**src/rtl/decoder_pkg.sv**
```systemverilog
// Shared types for the scanning one-hot decoder: operating modes and controller states.
package decoder_pkg;

  typedef enum logic [1:0] {
    MODE_DIRECT  = 2'b00,
    MODE_SCAN_UP = 2'b01,
    MODE_SCAN_DN = 2'b10,
    MODE_SWEEP   = 2'b11
  } mode_e;

  typedef enum logic [2:0] {
    IDLE,
    DIRECT,
    SCAN,
    SWEEP,
    DONE
  } state_e;

  // State entered from IDLE (or on a mode change) for a given mode.
  function automatic state_e entry_state(mode_e m);
    unique case (m)
      MODE_DIRECT:                 return DIRECT;
      MODE_SCAN_UP, MODE_SCAN_DN:  return SCAN;
      default:                     return SWEEP;
    endcase
  endfunction

endpackage

```
**src/rtl/onehot_dec.sv**
```systemverilog
// Combinational SEL_W-to-2**SEL_W one-hot decoder; all zeros when not enabled.
module onehot_dec #(
  parameter int unsigned SEL_W = 2
) (
  input  logic [SEL_W-1:0]      inpt,
  input  logic                  enb,
  output logic [2**SEL_W-1:0]   out
);

  always_comb begin
    out = '0;
    if (enb) out[inpt] = 1'b1;
  end

endmodule

```
**src/rtl/decoder_scan.sv**
```systemverilog
// Registered one-hot decoder with direct, scan-up, scan-down and single-sweep modes,
// each scanned index held for hold+1 cycles.
module decoder_scan
  import decoder_pkg::*;
#(
  parameter int unsigned SEL_W  = 2,
  parameter int unsigned HOLD_W = 8
) (
  input  logic                 clk,
  input  logic                 rst,
  input  logic                 enb,
  input  logic [1:0]           mode,
  input  logic [SEL_W-1:0]     inpt,
  input  logic                 load,
  input  logic [HOLD_W-1:0]    hold,
  output logic [2**SEL_W-1:0]  out,
  output logic [SEL_W-1:0]     idx,
  output logic                 busy,
  output logic                 done
);

  localparam int unsigned OUT_W = 2**SEL_W;

  localparam logic [SEL_W-1:0]  IdxMax = {SEL_W{1'b1}};
  localparam logic [SEL_W-1:0]  IdxOne = {{(SEL_W-1){1'b0}}, 1'b1};
  localparam logic [HOLD_W-1:0] CntOne = {{(HOLD_W-1){1'b0}}, 1'b1};

  state_e              state_q, state_d;
  mode_e               mode_q, mode_in;
  logic [HOLD_W-1:0]   cnt_q, cnt_d;
  logic [SEL_W-1:0]    idx_d;
  logic                done_d, busy_d, out_en, dwell_up;
  logic [OUT_W-1:0]    out_d;

  assign mode_in  = mode_e'(mode);
  assign dwell_up = (cnt_q >= hold);

  always_comb begin
    state_d = state_q;
    idx_d   = idx;
    cnt_d   = cnt_q;
    done_d  = 1'b0;

    if (!enb) begin
      state_d = IDLE;
      cnt_d   = '0;
    end else if (state_q == IDLE || mode_in != mode_q) begin
      // Mode change re-enters through the IDLE rules in the same cycle.
      state_d = entry_state(mode_in);
      idx_d   = inpt;
      cnt_d   = '0;
    end else begin
      unique case (state_q)
        DIRECT: idx_d = inpt;
        SCAN: begin
          if (load) begin
            idx_d = inpt;
            cnt_d = '0;
          end else if (dwell_up) begin
            cnt_d = '0;
            idx_d = (mode_q == MODE_SCAN_DN) ? idx - IdxOne : idx + IdxOne;
          end else begin
            cnt_d = cnt_q + CntOne;
          end
        end
        SWEEP: begin
          if (load) begin
            idx_d = inpt;
            cnt_d = '0;
          end else if (dwell_up) begin
            cnt_d = '0;
            if (idx == IdxMax) begin
              state_d = DONE;
              done_d  = 1'b1;
            end else begin
              idx_d = idx + IdxOne;
            end
          end else begin
            cnt_d = cnt_q + CntOne;
          end
        end
        DONE: begin
          if (load) begin
            state_d = SWEEP;
            idx_d   = inpt;
            cnt_d   = '0;
          end
        end
        default: state_d = IDLE;
      endcase
    end

    out_en = (state_d == DIRECT) || (state_d == SCAN) || (state_d == SWEEP);
    busy_d = (state_d == SCAN) || (state_d == SWEEP);
  end

  onehot_dec #(
    .SEL_W (SEL_W)
  ) u_dec (
    .inpt (idx_d),
    .enb  (out_en),
    .out  (out_d)
  );

  always_ff @(posedge clk or posedge rst) begin
    if (rst) begin
      state_q <= IDLE;
      mode_q  <= MODE_DIRECT;
      cnt_q   <= '0;
      idx     <= '0;
      out     <= '0;
      busy    <= 1'b0;
      done    <= 1'b0;
    end else begin
      state_q <= state_d;
      mode_q  <= mode_in;
      cnt_q   <= cnt_d;
      idx     <= idx_d;
      out     <= out_d;
      busy    <= busy_d;
      done    <= done_d;
    end
  end

endmodule

```
**config.mk**
```make
export PLATFORM = sky130hd
export DESIGN_NAME = decoder_scan
export DESIGN_NICKNAME = d
export VERILOG_FILES = /design/src/rtl/decoder_pkg.sv /design/src/rtl/onehot_dec.sv /design/src/rtl/decoder_scan.sv
export SDC_FILE = /design/constraint.sdc
export NUM_CORES = 1
export LEC_CHECK = 0
export ABC_AREA = 1
export BUFFER_PORTS_ARGS = -buffer_cell sky130_fd_sc_hd__buf_2
export CAP_MARGIN = 20
export CORE_MARGIN = 2
export CORE_UTILIZATION = 30
export CTS_BUF_LIST = sky130_fd_sc_hd__clkbuf_16
export DETAILED_ROUTE_END_ITERATION = 10
export PLACE_DENSITY = 0.55
export RECOVER_POWER = 50
export SLEW_MARGIN = 10
export SYNTH_ARGS = -nofsm -noshare
export SYNTH_HDL_FRONTEND = slang
export SYNTH_SLANG_ARGS = --single-unit
```
**constraint.sdc**
```tcl
create_clock -name clk -period 2 [get_ports clk]
set_clock_uncertainty 0.05 [all_clocks]
set_input_delay 0.4 -clock clk [delete_from_list [all_inputs] [get_ports clk]]
set_output_delay 0.4 -clock clk [all_outputs]
set_load 0.01 [all_outputs]
```
==> impl_metrics.yaml <==
yosys:
  seq_area_frac_synth_pct: 35.56
  async_flop_share_pct: 100.0
  syn_area_per_cell_um2: 7.539
  synthDistinctLibCells: 31
  synth_fp_nets: 225
  synth.mux.area_fraction_pct: 0
  synth_compound_area_share_pct: 11.09
  synth_cells: 196
  synth-simple-area-share_pct: 29.97
  netlist_area_um2: 1478
  synth_edf_count: 0
  synthAdderAreaFrac_pct: 11.01
  synth_xor_area_share_pct: 1.778
  synth_flop_cell: "dfrtp_1"
  ys_seq_elements: 21
  yosys_warnings: 0
  synth_top_family_by_area: "simple AND/OR/NAND/NOR gates"
outcome:
  outcome: "complete, no violations"
floorplanning:
  io_pins: 24
  core-area_um2: 4723
  die_area_um2: 5503
  die_h_um: 74.18
  rows: 25
  die_w_um: 74.18
  initial_utilization_pct: 31.28
drt:
  avgRoutedWirePerCell_um: 11.10
  drt_iter0_markers: 45
  antenna_left: 0
  firstDrtPassIters: 4
  wl_um: 3364
  vias: 1398
  drt-vias-per-instance: 4.614
  drc_errors: 0
worst_hold_path:
  hold_path_class: "in -> reg"
  hold_start: "mode[1]"
finish:
  syn_to_final_growth_pct: 33.28
  finish.net_count: 266
  n_antenna_cell: 0
  final_cell_mix: "32 x inv_1, 32 x nand2_1, 23 x nor2_1"
  layout-drive-gt1-share_pct: 33.47
  final_util_pct: 41.70
power:
  p_sw_w: 0.0003679
  max-vdd-ir-drop_v: 0.0005124
  total_power_w: 0.001207
  power.internal_w: 0.0008391
  p_sw_share_pct: 30.48
  p_leak_nw: 1.026
  comb_power_share_pct: 25.6
  p_seq_share_pct: 38.2
  pwr_density_cell_nw_per_um2: 612.9
  p_clk_share_pct: 36.3
setup_path:
  r2r_setup_slack_ns: 0.09
  critical_path.max_fanout: 6
  cp_slowest_cell: "dfrtp_1"
  worstSetupPathType: "reg -> reg"
  worstSetupEndpoint: "out[3]$_DFF_PP0_"
  cp_common_cell: "nand2_2"
  crit_path_start_kind: "flop"
  path_cells: "ha_4, nand2_2, nor2_2, nor2_1, nand2_1, nand2_2, nand2_4, nand3_2, nand2_2, nand4_1, nand2_1, nand2_2, nand3_2, nor2_1"
  slowest_delay_ns: 0.42
  critical_path_arrival_ns: 2.00
  critPathRequiredTime_ns: 2.09
  r2r_start: "cnt_q[1]$_DFFE_PP0P_"
  r2r_end: "out[3]$_DFF_PP0_"
  endpoint_kind: "flop"
  reg2reg_depth: 14
  crit_start: "cnt_q[1]$_DFFE_PP0P_"
global_routing:
  grt_pass1_vias: 1320
  antenna_found_initial: 0
  grt.overflow.total: 0
  grt_util_all_layers_pct: 13.05
  grt_pass1_wl_um: 5547
  grt_max_degree: 22
timing:
  fmax_mhz: 524.5
  worst_pin_slew_ns: 1.161
  finalSetupViolCount: 0
  final_hold_viol_count: 0
  slew_headroom_pct: 22.62
  final.min_clock_period_ns: 1.907
  drv_slew: 0
  period_share_pct: 95.34
  fin_setup_tns_ns: 0
  hold_ws_ns: 0.2527
  rsz0062_at_grt: "yes"
clock_tree:
  clk-insertion-delay-late_ns: 0.26
  numCtsBuffers: 3
  cts_root_buffer: "clkbuf_16"
  cts.sinks: 21
  htree_num_levels: 1
  clkTransAtPathRegs_ns: 0.06
  tritoncts: "built"
  clockBufferDepth: 2
place:
  place.gp.congestion: 0.8677
  place_hpwl_um: 2644
  io_buffers: 23
job:
  cap_viol_max_count: 0
==> synthesized netlist by cell type, drive strengths merged (2+ instances only) <==
| library cell | instances | area (µm²) |
|---|---|---|
| nor2 | 28 | 107.6 |
| nand4 | 8 | 62.56 |
| a21oi | 11 | 58.81 |
| ha | 13 | 162.7 |
| o22ai | 2 | 12.51 |
| nand2 | 45 | 173.9 |
| a211oi | 2 | 20.02 |
| nand3 | 6 | 30.03 |
| inv | 38 | 145.1 |
| dfrtp | 21 | 525.5 |
| nor3b | 2 | 20.02 |
| o311a | 2 | 20.02 |
| xor2 | 3 | 26.28 |
| o21ai | 7 | 38.79 |
| nor3 | 4 | 41.29 |
==> cells by family (layout without fill, tap and decap cells) <==
family / count (synthesis) / count (layout)
AO/OA/AOI/OAI: 26 / 26
XOR/XNOR: 3 / 3
adder cells (fa/ha/maj): 13 / 13
buffers and inverters: 39 / 79
flip-flops: 21 / 21
AND/OR/NAND/NOR: 94 / 94
==> power groups by stage <==
stage          sequential (W)  combinational, W  clock (W)
2_1_floorplan        0.000482          0.000162          0
3_3_place_gp         0.000469          0.000278          0
3_5_place_dp         0.000468          0.000279          0
4_1_cts              0.000461          0.000281   0.000445
5_1_grt              0.000463          0.000347   0.000468
6_report             0.000461          0.000308   0.000438
==> how the worst min path moves through the flow <==
stage          cells past startpoint             endpoint  slack (ns)
2_1_floorplan                      1       busy$_DFF_PP0_        0.33
3_3_place_gp                       3     out[1]$_DFF_PP0_        0.40
3_5_place_dp                       3     out[3]$_DFF_PP0_        0.41
4_1_cts                            3       done$_DFF_PP0_        0.13
5_1_grt                            1  mode_q[0]$_DFF_PP0_        0.26
6_report                           1  mode_q[1]$_DFF_PP0_        0.25
==> timing repair <==
| action | CTS | global route |
|---|---|---|
| gates resized for setup | 0 | 27 |
| endpoints found under the setup margin | 0 | 10 |
| setup buffers | 0 | 4 |
| hold buffers | 0 | 0 |
==> metal layers <==
metal / GRT usage, % / share of wire [%]
met5: 0 / 0
met3: 3.252 / 5.0
met4: 4.242 / 0.98
met2: 22.42 / 49
met1: 16.05 / 45
==> worst max-delay path, delay by kind of cell (launching register included) <==
family | cells | cell delay, ns
AND/OR/NAND/NOR | 13 | 1.03
adder cells (fa/ha/maj) | 1 | 0.28
flip-flops | 1 | 0.42
==> layout make-up <==
class / count / area (µm²)
Multi-Input combinational cell: 136 / 920.9
Timing Repair Buffer: 37 / 214.0
Clock buffer: 3 / 75.07
Tap cell: 67 / 83.83
Clock inverter: 1 / 5.005
Sequential cell: 21 / 525.5
Fill cell: 488 / 2754
Inverter: 38 / 145.1
==> flip-flops by register name (all words and copies together), names as in the netlist <==
| signal | flops |
|---|---|
| state_q | 3 |
| done | 1 |
| idx | 2 |
| busy | 1 |
| cnt_q | 8 |
| mode_q | 2 |
| out | 4 |
==> through the flow <==
stage | std cells | cell area, µm² | worst slack (ns)
2_1_floorplan | 196 | 1478 | 0.2183
3_3_place_gp | 296 | 1748 | -0.06155
3_5_place_dp | 296 | 1748 | -0.06322
4_1_cts | 300 | 1828 | 0.02767
5_1_grt | 303 | 1969 | -0.04686
6_report | 303 | 1969 | 0.09327
No activity file was read; power rests on OpenSTA's default activity.
